`config.mk`:
```
export PLATFORM = sky130hd
export DESIGN_NAME = systolic_feed_ctrl_flat
export DESIGN_NICKNAME = d
export VERILOG_FILES = /design/src/rtl/sa_pkg.sv /design/src/rtl/systolic_feed_ctrl_if.sv /design/src/rtl/skew_buffer.sv /design/src/rtl/systolic_feed_ctrl.sv /design/src/flat_wrapper.sv
export SDC_FILE = /design/constraint.sdc
export NUM_CORES = 1
export LEC_CHECK = 0
export CAP_MARGIN = 10
export CORE_ASPECT_RATIO = 1.2
export CORE_UTILIZATION = 58
export DETAILED_ROUTE_END_ITERATION = 10
export GPL_TIMING_DRIVEN = 0
export MAX_ROUTING_LAYER = met4
export PLACE_DENSITY_LB_ADDON = 0.12
export SETUP_SLACK_MARGIN = 0.1
export SYNTH_ARGS = -nofsm -noshare
export SYNTH_HDL_FRONTEND = slang
export SYNTH_HIERARCHICAL = 1
export SYNTH_SLANG_ARGS = --single-unit
```
`constraint.sdc`:
```
create_clock -name clk -period 4.4 [get_ports clk]
set_input_delay 0.44 -clock clk [delete_from_list [all_inputs] [get_ports clk]]
set_output_delay 0.44 -clock clk [all_outputs]
set_load 0.05 [all_outputs]
```
`src/rtl/sa_pkg.sv`:
```
// Shared types and constants for the QR systolic array controllers.
// Data words are raw IEEE-754 single bit patterns; nothing here interprets them.
package sa_pkg;

  localparam int DW = 32;
  localparam logic [DW-1:0] FP_ZERO = 32'h0000_0000;

  typedef enum logic [2:0] {
    IDLE,
    LOAD,
    CLR,
    FEED,
    DRAIN,
    DONE
  } state_t;

  // Counter width for a range of n values, never narrower than one bit
  function automatic int cw(input int n);
    return (n > 1) ? $clog2(n) : 1;
  endfunction

endpackage

```
`src/rtl/systolic_feed_ctrl_if.sv`:
```
// Block input stream (valid/ready) plus the skewed column feed towards the array.
// master = stream source / feed sink, slave = the feed controller.
interface systolic_feed_ctrl_if #(
  parameter int N  = 4,
  parameter int DW = sa_pkg::DW
);

  logic            in_valid;
  logic [DW-1:0]   in_data;
  logic            in_ready;
  logic [N*DW-1:0] x_bus;
  logic [N-1:0]    x_vld;

  modport master (
    output in_valid,
    output in_data,
    input  in_ready,
    input  x_bus,
    input  x_vld
  );

  modport slave (
    input  in_valid,
    input  in_data,
    output in_ready,
    output x_bus,
    output x_vld
  );

endinterface

```
`src/rtl/skew_buffer.sv`:
```
// M x N word store, one (row,col) write port and N combinational diagonal read ports.
// Column j reads row rd_t-j; rows outside 0..M-1 read back as +0.0 with rd_vld[j]=0.
module skew_buffer
  import sa_pkg::*;
#(
  parameter int N  = 4,
  parameter int M  = 4,
  parameter int DW = sa_pkg::DW
) (
  input  logic                    clk,
  input  logic                    wr_en,
  input  logic [cw(M)-1:0]        wr_row,
  input  logic [cw(N)-1:0]        wr_col,
  input  logic [DW-1:0]           wr_dat,
  input  logic [cw(M+N)-1:0]      rd_t,
  output logic [N*DW-1:0]         rd_bus,
  output logic [N-1:0]            rd_vld
);

  localparam int RW = cw(M);

  logic [DW-1:0] mem [M][N];

  // Contents are deliberately not reset: every word is rewritten before it is read.
  always_ff @(posedge clk) begin
    if (wr_en) begin
      mem[wr_row][wr_col] <= wr_dat;
    end
  end

  always_comb begin
    int row;
    row    = 0;
    rd_bus = '0;
    rd_vld = '0;
    for (int j = 0; j < N; j++) begin
      row = int'(rd_t) - j;
      rd_bus[j*DW +: DW] = DW'(FP_ZERO);
      if (row >= 0 && row < M) begin
        rd_bus[j*DW +: DW] = mem[row[RW-1:0]][j];
        rd_vld[j]          = 1'b1;
      end
    end
  end

endmodule

```
`src/rtl/systolic_feed_ctrl.sv`:
```
// Buffers one M x N block, replays it diagonally skewed into N column feeds, drains, pulses done.
// Last load beat -> first feed word in 2 cycles; in_ready is high only while loading.
module systolic_feed_ctrl
  import sa_pkg::*;
#(
  parameter int N         = 4,
  parameter int M         = 4,
  parameter int DW        = sa_pkg::DW,
  parameter int DRAIN_CYC = 8
) (
  input  logic                 clk,
  input  logic                 rst,
  input  logic                 start,
  systolic_feed_ctrl_if.slave  bus,
  output logic                 arr_clr,
  output logic                 busy,
  output logic                 done
);

  localparam int RW     = cw(M);
  localparam int CW     = cw(N);
  localparam int TW     = cw(M + N);
  localparam int DCW    = cw(DRAIN_CYC + 1);
  localparam int T_LAST = M + N - 1;

  state_t          state, nxt;
  logic [RW-1:0]   row;
  logic [CW-1:0]   col;
  logic [TW-1:0]   t;
  logic [DCW-1:0]  dcnt;
  logic            beat, last_beat;
  logic [N*DW-1:0] rd_bus, x_bus_q;
  logic [N-1:0]    rd_vld, x_vld_q;

  assign beat      = (state == LOAD) && bus.in_valid;
  assign last_beat = beat && (row == RW'(M - 1)) && (col == CW'(N - 1));

  always_ff @(posedge clk or negedge rst) begin
    if (!rst) begin
      state <= IDLE;
    end else begin
      state <= nxt;
    end
  end

  always_comb begin
    nxt = state;
    case (state)
      IDLE:    if (start) nxt = LOAD;
      LOAD:    if (last_beat) nxt = CLR;
      CLR:     nxt = FEED;
      FEED:    if (t == TW'(T_LAST)) nxt = DRAIN;
      DRAIN:   if (dcnt == DCW'(DRAIN_CYC - 1)) nxt = DONE;
      DONE:    nxt = IDLE;
      default: nxt = IDLE;
    endcase
  end

  always_comb begin
    bus.in_ready = (state == LOAD);
    arr_clr      = (state == CLR);
    busy         = (state != IDLE);
    done         = (state == DONE);
  end

  // t runs one ahead of the word on x_bus: the output register is loaded from t
  // on the edge that enters (or stays in) FEED, so FEED's first cycle already shows t=0.
  always_ff @(posedge clk or negedge rst) begin
    if (!rst) begin
      row  <= '0;
      col  <= '0;
      t    <= '0;
      dcnt <= '0;
    end else begin
      case (state)
        IDLE: begin
          row  <= '0;
          col  <= '0;
          t    <= '0;
          dcnt <= '0;
        end
        LOAD: begin
          if (beat) begin
            if (col == CW'(N - 1)) begin
              col <= '0;
              row <= (row == RW'(M - 1)) ? '0 : row + RW'(1);
            end else begin
              col <= col + CW'(1);
            end
          end
        end
        CLR, FEED: t <= (nxt == FEED) ? t + TW'(1) : '0;
        DRAIN:     dcnt <= dcnt + DCW'(1);
        default:   ;
      endcase
    end
  end

  always_ff @(posedge clk or negedge rst) begin
    if (!rst) begin
      x_bus_q <= '0;
      x_vld_q <= '0;
    end else if (nxt == FEED) begin
      x_bus_q <= rd_bus;
      x_vld_q <= rd_vld;
    end else begin
      x_bus_q <= '0;
      x_vld_q <= '0;
    end
  end

  assign bus.x_bus = x_bus_q;
  assign bus.x_vld = x_vld_q;

  skew_buffer #(
    .N  (N),
    .M  (M),
    .DW (DW)
  ) u_buf (
    .clk    (clk),
    .wr_en  (beat),
    .wr_row (row),
    .wr_col (col),
    .wr_dat (bus.in_data),
    .rd_t   (t),
    .rd_bus (rd_bus),
    .rd_vld (rd_vld)
  );

endmodule

```
`src/flat_wrapper.sv`:
```
// flat-port wrapper written by rule: the top's interface ports become plain ports
module systolic_feed_ctrl_flat import sa_pkg::*;
#(
  parameter int N         = 4,
  parameter int M         = 4,
  parameter int DW        = sa_pkg::DW,
  parameter int DRAIN_CYC = 8
)
  (clk, rst, start, arr_clr, busy, done, bus_in_valid, bus_in_data, bus_in_ready, bus_x_bus, bus_x_vld);
  systolic_feed_ctrl_if #(.N(N), .DW(DW)) bus_i ();
  input  logic clk;
  input  logic rst;
  input  logic start;
  output logic arr_clr;
  output logic busy;
  output logic done;
  input wire logic [$bits(bus_i.in_valid)-1:0] bus_in_valid;
  input wire logic [$bits(bus_i.in_data)-1:0] bus_in_data;
  output wire logic [$bits(bus_i.in_ready)-1:0] bus_in_ready;
  output wire logic [$bits(bus_i.x_bus)-1:0] bus_x_bus;
  output wire logic [$bits(bus_i.x_vld)-1:0] bus_x_vld;
  assign bus_i.in_valid = bus_in_valid;
  assign bus_i.in_data = bus_in_data;
  assign bus_in_ready = bus_i.in_ready;
  assign bus_x_bus = bus_i.x_bus;
  assign bus_x_vld = bus_i.x_vld;
  systolic_feed_ctrl #(.N(N), .M(M), .DW(DW), .DRAIN_CYC(DRAIN_CYC)) u_core (.clk(clk), .rst(rst), .start(start), .bus(bus_i), .arr_clr(arr_clr), .busy(busy), .done(done));
endmodule
```
==> results.json, run 1 <==
{
  "power.density_nw_per_um2": 519,
  "skew_ns": 0.0190,
  "top_level_ports": 172,
  "numPlacedInstances": 1958,
  "timing_worst_slew_pin_value_ns": 0.873,
  "highest_layer": "met4",
  "timing_worst_setup_path_type": "register to register",
  "clock_buffer_depth": 3,
  "yosys_warnings": 6,
  "count_of_buffering_cells_on_the_critical_path_with_inverters_included": 5,
  "critPathSlowestCell": "clkbuf_1",
  "floorplan.rows": 82,
  "max_freq_mhz": 304,
  "final-max-slew-violation-count": 0,
  "route.final.wire_length_um": 53800,
  "status": "complete, no violations",
  "synth_seq_area_share_pct": 77.4,
  "detail_route.first_pass.iterations": 5,
  "port_buffers": 171,
  "clk-insertion-delay-late_ns": 0.60,
  "hold_violations": 0,
  "gr-total-overflow": 0,
  "synthDistinctLibCells": 38,
  "dieArea_um2": 43200,
  "post-route-min-period_ns": 3.29,
  "wire_length_of_the_first_global_routing_pass_um": 78800,
  "timing.critical_path.arrival_ns": 3.78,
  "via_count_of_the_routed_design": 12200,
  "timing.critical_path.fanout_max": 10,
  "drt-initial-drc-count": 1003,
  "setup-violations-final": 0,
  "grtUsageTotal_pct": 26.7,
  "cp_top_family": "buffers and inverters",
  "post_synth_inst_count": 1210,
  "slew_headroom_pct": 41.8,
  "die-height_um": 228,
  "cts_resized": 0,
  "seq_cells_post_synth": 658,
  "min-delay-path-class": "primary input to asynchronous set/reset pin",
  "dominantRegCellSynth": "edfxtp_1",
  "power.ir.vdd_worst_uv": 312,
  "total_leakage_power_nw": 10.5,
  "required_ns": 4.88,
  "post_route_cells_drive_above_1_share_pct": 21.0,
  "path_clk_slew_ns": 0.06,
  "largest_net_degree_at_the_start_of_global_routing": 87,
  "metal3_wl_um": 4000,
  "pre_cts_ws_ns": 1.11,
  "coreArea_um2": 41800,
  "detail_route.wirelength.met1_um": 20700,
  "layout.nets": 1521,
  "detail-route-antenna-nets": 0,
  "r2r_cells": 9,
  "place_hpwl_um": 34700,
  "critical_path_cell_count": 9,
  "grt_pass1_vias": 12300,
  "synth.area.top_cells": "edfxtp_1 63%, dfrtp_1 15%, mux4_2 12%, and2_1 5.0%, a21boi_0 0.98%",
  "stdcell_count": 2075,
  "synth_edf_count": 512,
  "cp_common_cell": "buf_2",
  "max_cap_viol_count": 0,
  "cp-start-kind": "register",
  "yosysTopAreaCell": "edfxtp_1",
  "cts-buffers-inserted": 60,
  "mappedNetlistArea_um2": 24600,
  "detailed_route_wirelength_on_metal2_um": 27700,
  "critPathCaptureType": "register",
  "period_share_pct": 74.8,
  "gpl.final_weighted_congestion": 0.760,
  "start_util_pct": 58.9,
  "max_stage_delay_ns": 0.67,
  "number_of_antenna_violations_at_the_first_check_in_global_routing": 2,
  "synth_nets": 1256,
  "path_cells": "buf_2, buf_2, inv_1, ha_1, buf_4, clkbuf_1, mux4_2, a21boi_0, and2_1",
  "drc": 0,
  "clock_sinks": 658,
  "rsz0062_at_grt": "no",
  "flow.area_growth_from_synthesis_pct": 20.6,
  "commonest_cells_post_synth": "512 x edfxtp_1, 197 x and2_1, 146 x dfrtp_1, 128 x mux4_2, 33 x and3_1",
  "cts_max_level": 2,
  "synthesis.area_per_instance_um2": 20.3,
  "synth_top_area_share_pct": 62.5,
  "detail_route.wl_per_cell_um": 25.9,
  "viasPerCell": 5.90,
  "yosys.cell_count.top_type": "edfxtp_1",
  "chipWidth_um": 190,
  "clock-root-buffer": "clkbuf_16",
  "fin_ws_ns": 1.11,
  "cts_tree": "built",
  "async_flop_share_pct": 22.2,
  "tns_ns": 0
}
## cell families after synthesis
family | count (synthesis) | synth area share, %
AO/OA/AOI/OAI | 47 | 1.42
XOR/XNOR | 1 | 0.0356
adder cells (fa/ha/maj) | 10 | 0.509
buffers and inverters | 71 | 1.62
flip-flops | 658 | 77.4
multiplexers | 130 | 11.8
AND/OR/NAND/NOR | 293 | 7.20
## area by class of cell
class | instances | area [µm²]
Inverter | 5 | 18.8
Timing Repair Buffer | 203 | 2280
Clock inverter | 27 | 254
Buffer | 66 | 379
Tap cell | 546 | 683
Multi-Input combinational cell | 481 | 5270
Fill cell | 2568 | 12100
Clock buffer | 87 | 1740
Sequential cell | 658 | 19000
Antenna cell | 2 | 5.00
## registers in the layout (all words and copies together) (netlist names)
signal and flops:
u_core/row 2, u_core/dcnt 4, u_core/bus.x_vld 4, u_core/state 3, u_core/t 3, u_core/col 2
u_core/bus.x_bus 128, u_core/u_buf/mem 512
## cell usage in the layout, fill, tap and decap left out, types with 4 or more instances in the layout
master           count
clkbuf_1            42
a21boi_0            32
dfrtp_1            146
nand2b_1             5
buf_4                8
bufinv_16            4
nand3_1             10
buf_6               26
clkdlybuf4s50_1    170
clkbuf_2            12
buf_2                9
and3_1              33
clkbuf_16           61
clkbuf_8            12
buf_16              11
mux4_2             128
nand2_1             12
ha_1                10
inv_4                4
nor3_2               4
inv_1                5
and2_1             197
nor2_1               4
nor2_4              12
edfxtp_1           512
clkinv_2            12
buf_12               4
o21ai_0              6
## path summary, 6_finish.rpt
path / start / endpoint / slack (ns)
setup / recovery: u_core/t[1] / u_core/bus.x_bus[117] / 1.11
setup reg to reg: u_core/t[1] / u_core/bus.x_bus[117] / 1.11
hold / removal: rst / u_core/bus.x_bus[119] / 0.38
min in group clk: u_core/dcnt[1] / u_core/dcnt[1] / 0.51
hold reg to reg: u_core/dcnt[1] / u_core/dcnt[1] / 0.51
max in group asynchronous: rst / u_core/bus.x_bus[67] / 3.18
## metal layers
layer | global-route usage [%] | up-vias
met5 | - | -
met4 | 8.27 | 0
met3 | 4.05 | 79
met2 | 43.3 | 535
met1 | 35.3 | 6402
li1 | - | 5221
## repair_timing
action	4_1_cts	5_1_grt
setup buffers	0	0
hold buffers	1	0
hold endpoints to repair	60	0
## power breakdown
| part | internal (mW) | total (mW) | switching [mW] |
|---|---|---|---|
| Combinational | 1.21 | 2.90 | 1.69 |
| Sequential | 7.16 | 7.29 | 0.134 |
| Clock | 2.99 | 5.20 | 2.21 |
## metrics by stage
step	cell area [µm²]	utilization [%]	hold slack, ns	total power [mW]
after global placement	27000	64.6	0.486	10.1
after floorplan	24600	-	0.144	9.21
after global routing	29700	71.0	0.431	15.9
final	29700	71.0	0.384	15.4
after detailed placement	27600	66.2	0.452	10.3
after CTS	29700	71.0	0.394	15.5
Power figures use the tool's default switching activity.
==> run 2, diff against run 1 <==
--- a/config.mk
+++ b/config.mk
@@ -7,7 +7,7 @@
 export LEC_CHECK = 0
 export CAP_MARGIN = 10
 export CORE_ASPECT_RATIO = 1.2
-export CORE_UTILIZATION = 58
+export CORE_UTILIZATION = 53
 export DETAILED_ROUTE_END_ITERATION = 10
 export GPL_TIMING_DRIVEN = 0
 export MAX_ROUTING_LAYER = met4
==> constraint.sdc (replaced) <==
create_clock -name clk -period 2.7 [get_ports clk]
set_input_delay 0.27 -clock clk [delete_from_list [all_inputs] [get_ports clk]]
set_output_delay 0.27 -clock clk [all_outputs]
set_load 0.05 [all_outputs]
==> results.json, run 2 (synthesized netlist as in run 1, its figures left out) <==
{
  "reg2reg_to": "u_core/u_buf/mem[3][17]",
  "detail-route-antenna-nets": 0,
  "flow.area_growth_from_synthesis_pct": 21.9,
  "viasPerCell": 5.65,
  "r2r_cells": 3,
  "placement.cell_area_um2": 27700,
  "coreArea_um2": 45800,
  "layout.nets": 1533,
  "area.sequential_um2": 19000,
  "hold_violations": 0,
  "clk-insertion-delay-late_ns": 0.63,
  "timing_worst_setup_path_type": "register to register",
  "start_util_pct": 53.6,
  "total_leakage_power_nw": 10.6,
  "period_share_pct": 92.7,
  "critPathCaptureType": "register",
  "largest_net_degree_at_the_start_of_global_routing": 81,
  "setup-violations-final": 0,
  "gr-total-overflow": 0,
  "max_freq_mhz": 400,
  "gpl.final_weighted_congestion": 0.767,
  "power.density_nw_per_um2": 838,
  "die-height_um": 238,
  "path_cells": "nand2_1, nor2_4, buf_12",
  "max_flop_register": "u_core/u_buf/mem",
  "status": "complete, no violations",
  "critical_path.reg2reg.startpoint": "u_core/row[0]",
  "place_hpwl_um": 34700,
  "final.fill_count": 3142,
  "min-delay-path-class": "primary input to asynchronous set/reset pin",
  "timing_worst_slew_pin_value_ns": 0.956,
  "path_clk_slew_ns": 0.06,
  "clock-root-buffer": "clkbuf_16",
  "floorplan.rows": 86,
  "via_count_of_the_routed_design": 12200,
  "slew_headroom_pct": 36.3,
  "p_total_mw": 25.1,
  "timing.critical_path.arrival_ns": 2.82,
  "top_level_ports": 172,
  "tns_ns": 0,
  "wire_length_of_the_first_global_routing_pass_um": 81900,
  "drc": 0,
  "post_route_cells_drive_above_1_share_pct": 22.2,
  "max_stage_delay_ns": 0.71,
  "detail_route.wl_per_cell_um": 25.7,
  "rsz0062_at_grt": "no",
  "final-max-slew-violation-count": 0,
  "post-route-min-period_ns": 2.50,
  "chipWidth_um": 199,
  "cts_tree": "built",
  "clock_buffer_depth": 3,
  "port_buffers": 171,
  "count_of_buffering_cells_on_the_critical_path_with_inverters_included": 1,
  "cts-buffers-inserted": 60,
  "dieArea_um2": 47300,
  "cts_max_level": 2,
  "layout_commonest_cell": "edfxtp_1",
  "required_ns": 3.02,
  "grt_pass1_vias": 12700,
  "detail_route.first_pass.iterations": 5,
  "drt-initial-drc-count": 1000,
  "timing.critical_path.fanout_max": 19,
  "max_cap_viol_count": 0,
  "number_of_antenna_violations_at_the_first_check_in_global_routing": 1,
  "cp_top_family": "simple AND/OR/NAND/NOR gates",
  "multiInputGateArea_um2": 5320,
  "layout_common_cells": "512 x edfxtp_1, 197 x and2_1, 166 x clkdlybuf4s50_1",
  "route.final.wire_length_um": 55500,
  "clock_sinks": 658,
  "largest_reg_flops": 512,
  "worst-r2r-setup-slack_ns": 0.20,
  "grtUsageTotal_pct": 25.3,
  "cp-start-kind": "register",
  "critPathSlowestCell": "dfrtp_1",
  "crit_path_start": "u_core/row[0]",
  "post-route-cell-area_um2": 30000,
  "power.ir.vdd_worst_uv": 537,
  "skew_ns": 0.0183
}
## run 2: cell count changes in the layout (fill, tap and decap cells not counted), moves of 6 or more
cell	delta
clkbuf_1	-6
buf_6	-11
buf_4	+13
clkbuf_2	+8
buf_12	+14
## run 2: report_power, final
group	switching, mW	internal (mW)
sequential	0.232	11.7
combinational	2.81	2.15
clock	3.63	4.62
total	6.67	18.4
## run 2: area by class of cell
cell class                 count  share of cell area, %
tap                          616                   2.57
multi-input combinational    482                   17.7
sequential                   658                   63.5
clock buffer                  92                   5.92
inverter                       5                 0.0626
timing repair buffer         214                   8.14
antenna                        1                0.00835
buffer                        66                   1.52
clock inverter                22                  0.526
## run 2: how the worst max path moves through the flow
stage          slack [ns]  cells after the start                       end
6_report             0.20                      3   u_core/u_buf/mem[3][17]
5_1_grt              0.07                      5   u_core/u_buf/mem[3][88]
4_1_cts              0.04                      5  u_core/u_buf/mem[2][125]
3_5_place_dp        -0.65                      9     u_core/bus.x_bus[118]
3_3_place_gp        -4.51                      1      u_core/bus.x_bus[74]
2_1_floorplan       -0.12                      4    u_core/u_buf/mem[1][0]
## run 2: per-stage QoR
| step | cells | setup slack, ns | utilization, % | hold slack, ns |
|---|---|---|---|---|
| after floorplan | 1210 | -0.121 | - | -0.0256 |
| after global placement | 1997 | -4.51 | 59.1 | 0.491 |
| after detailed placement | 2017 | -0.650 | 60.4 | 0.300 |
| after CTS | 2144 | 0.0371 | 65.0 | 0.204 |
| after global routing | 2156 | 0.0673 | 65.4 | 0.264 |
| final | 2156 | 0.197 | 65.4 | 0.201 |
## run 2: timing repair
item,4_1_cts,5_1_grt
endpoints found under the setup margin,167,215
hold buffers,1,0
resized for setup,26,18
hold endpoints to repair,66,0
pin swaps,5,6
gates cloned,1,0
buffers inserted,11,11
## run 2: routing by layer
metal	track usage (%)	part of all wire, %	up-vias
met2	41.2	51	351
met5	-	0	-
met1	33.7	41	6509
met4	6.46	2.1	0
met3	3.79	5.8	77
li1	-	-	5242
==> run 3, diff against run 2 <==
--- a/config.mk
+++ b/config.mk
@@ -5,7 +5,8 @@
 export SDC_FILE = /design/constraint.sdc
 export NUM_CORES = 1
 export LEC_CHECK = 0
-export CAP_MARGIN = 10
+export ABC_AREA = 1
+export CAP_MARGIN = 30
 export CORE_ASPECT_RATIO = 1.2
 export CORE_UTILIZATION = 53
 export DETAILED_ROUTE_END_ITERATION = 10
==> results.json, run 3 <==
{
  "status": "complete, no violations",
  "skew_ns": 0.0269,
  "count_of_buffering_cells_on_the_critical_path_with_inverters_included": 7,
  "power.ir.vdd_worst_uv": 595,
  "synthesis.area_per_instance_um2": 10.6,
  "via_count_of_the_routed_design": 18200,
  "chipWidth_um": 209,
  "yosysTopAreaCell": "edfxtp_1",
  "detail_route.wirelength.met1_um": 27600,
  "die-height_um": 250,
  "numPlacedInstances": 3408,
  "path_clk_slew_ns": 0.06,
  "max_cap_viol_count": 0,
  "detail-route-antenna-nets": 0,
  "fin_ws_ns": 0.179,
  "final.fill_count": 3888,
  "cts_max_level": 2,
  "drc": 0,
  "hold_ws_ns": 0.217,
  "required_ns": 3.19,
  "start_util_pct": 53.9,
  "synth_nets": 2621,
  "synthDistinctLibCells": 18,
  "area.sequential_um2": 19000,
  "clock_buffer_depth": 3,
  "clock_sinks": 658,
  "detail_route.first_pass.iterations": 5,
  "mappedNetlistArea_um2": 27200,
  "cts-buffers-inserted": 61,
  "pre_cts_ws_ns": -0.354,
  "timing_worst_slew_pin_value_ns": 0.914,
  "final-max-slew-violation-count": 0,
  "synth_top_area_share_pct": 56.5,
  "min-delay-path-class": "primary input to asynchronous set/reset pin",
  "top_level_ports": 172,
  "cts_tree": "built",
  "clk-insertion-delay-late_ns": 0.63,
  "yosys_warnings": 6,
  "clock-root-buffer": "clkbuf_16",
  "cp-start-kind": "register",
  "synth_seq_area_share_pct": 70.0,
  "period_share_pct": 93.4,
  "total_leakage_power_nw": 14.3,
  "max_stage_delay_ns": 0.44,
  "cp_top_family": "buffers and inverters",
  "number_of_antenna_violations_at_the_first_check_in_global_routing": 1,
  "slew_headroom_pct": 38.9,
  "hold_violations": 0,
  "dominantRegCellSynth": "edfxtp_1",
  "path_cells": "buf_6, inv_2, buf_6, buf_6, ha_1, buf_4, buf_2, nand3_1, a21oi_1, inv_1, nor2_1",
  "viasPerCell": 5.13,
  "post_route_cells_drive_above_1_share_pct": 8.89,
  "max_freq_mhz": 397,
  "layout.core_utilization_pct": 64.7,
  "commonest_cells_post_synth": "666 x inv_1, 561 x nand2_1, 512 x edfxtp_1, 265 x nand3_1, 158 x nor2_1",
  "highest_layer": "met4",
  "dieArea_um2": 52200,
  "post-route-min-period_ns": 2.52,
  "wire_length_of_the_first_global_routing_pass_um": 105000,
  "async_flop_share_pct": 22.2,
  "timing.critical_path.arrival_ns": 3.02,
  "synth.area.top_cells": "edfxtp_1 57%, dfrtp_1 13%, inv_1 9.2%, nand2_1 7.7%, nand3_1 4.9%",
  "rsz0062_at_grt": "yes",
  "critPathSlowestCell": "dfrtp_2",
  "largest_net_degree_at_the_start_of_global_routing": 76,
  "tns_ns": 0,
  "layout_common_cells": "666 x inv_1, 561 x nand2_1, 512 x edfxtp_1",
  "critPathCaptureType": "register",
  "power.density_nw_per_um2": 785,
  "route.final.wire_length_um": 69300,
  "largest_reg_flops": 512,
  "metal3_wl_um": 4440,
  "yosys.cell_count.top_type": "inv_1",
  "grt_pass1_vias": 18300,
  "detailed_route_wirelength_on_metal2_um": 34800,
  "cp_common_cell": "buf_6",
  "max_flop_register": "u_core/u_buf/mem",
  "grtUsageTotal_pct": 27.8,
  "detail_route.wl_per_cell_um": 19.5,
  "multiInputGateArea_um2": 5000,
  "coreArea_um2": 50400,
  "setup-violations-final": 0,
  "layout_commonest_cell": "inv_1",
  "floorplan.rows": 90,
  "gpl.final_weighted_congestion": 0.845,
  "place_hpwl_um": 45700,
  "timing_worst_setup_path_type": "register to register",
  "seq_cells_post_synth": 658,
  "flow.area_growth_from_synthesis_pct": 20.0,
  "timing.critical_path.fanout_max": 10,
  "post_synth_inst_count": 2575,
  "gr-total-overflow": 0,
  "stdcell_count": 3547,
  "layout.nets": 2898,
  "drt-initial-drc-count": 1639,
  "synth_edf_count": 512,
  "port_buffers": 171
}
==> run 3: cell types whose count changed after synthesis, moves of 12 or more <==
cell      before  now
a21oi_1        0  130
nand2_1       12  561
and2_1       197    0
inv_1          5  666
and3_1        33    0
buf_6         11   40
nor2_1        16  158
mux4_2       128    0
nand3_1       10  265
buf_2          9   41
a21boi_0      32    0
clkbuf_2      12    0
==> run 3: routing by layer <==
layer / vias up / GRT usage [%]
met5: - / -
met4: 0 / 9.96
met3: 130 / 3.42
met2: 671 / 46.5
met1: 8882 / 34.9
li1: 8518 / -
==> run 3: stage by stage <==
stage | total power, mW | area [µm²]
2_1_floorplan | 15.2 | 27200
3_3_place_gp | 16.8 | 29700
3_5_place_dp | 17.2 | 30300
4_1_cts | 25.6 | 32500
5_1_grt | 26.6 | 32600
6_report | 25.6 | 32600
==> run 3: kinds of logic after synthesis <==
logic type	after synthesis	synth area share [%]
AOI/OAI and AO/OA	138	2.54
adders and majority gates	10	0.460
buffers and inverters	781	12.1
DFF	658	70.0
and+or+nand+nor	988	14.9
==> run 3: worst reg2reg max path, cell delays in order (launching register included) <==
cell and delay (ns):
dfrtp_2 0.44, buf_6 0.15, inv_2 0.10, buf_6 0.24, buf_6 0.20, ha_1 0.21, buf_4 0.24, buf_2 0.29
nand3_1 0.12, a21oi_1 0.14, inv_1 0.05, nor2_1 0.23
==> run 3: area by class of cell <==
class	instances	area share (%)
Antenna cell	2	0.0153
Buffer	112	2.52
Clock buffer	98	5.72
Clock inverter	14	0.287
Inverter	669	7.70
Multi-Input combinational cell	1136	15.3
Sequential cell	658	58.3
Tap cell	644	2.47
Timing Repair Buffer	214	7.66
==> run 3: where the power goes <==
part | internal (mW) | switching (mW)
registers | 11.6 | 0.183
clock network | 4.80 | 3.63
logic | 1.67 | 3.67
total | 18.1 | 7.49
==> run 3: path summary, 6_finish.rpt <==
check	from	to	slack (ns)	cells after the start
setup reg to reg	u_core/t[0]	u_core/bus.x_bus[37]	0.18	11
hold reg to reg	u_core/dcnt[3]	u_core/dcnt[3]	0.53	2
min in group clk	start	u_core/state[0]	0.35	5
max in group asynchronous	rst	u_core/bus.x_bus[83]	2.11	3
setup / recovery	u_core/t[0]	u_core/bus.x_bus[37]	0.18	11
hold / removal	rst	u_core/bus.x_bus[41]	0.22	3
==> run 3: what timing repair did <==
item,4_1_cts,5_1_grt
pin swaps,9,7
endpoints found under the hold margin,146,0
gates resized for setup,16,21
endpoints found under the setup margin,247,218
setup buffers,15,9
hold buffers,1,0
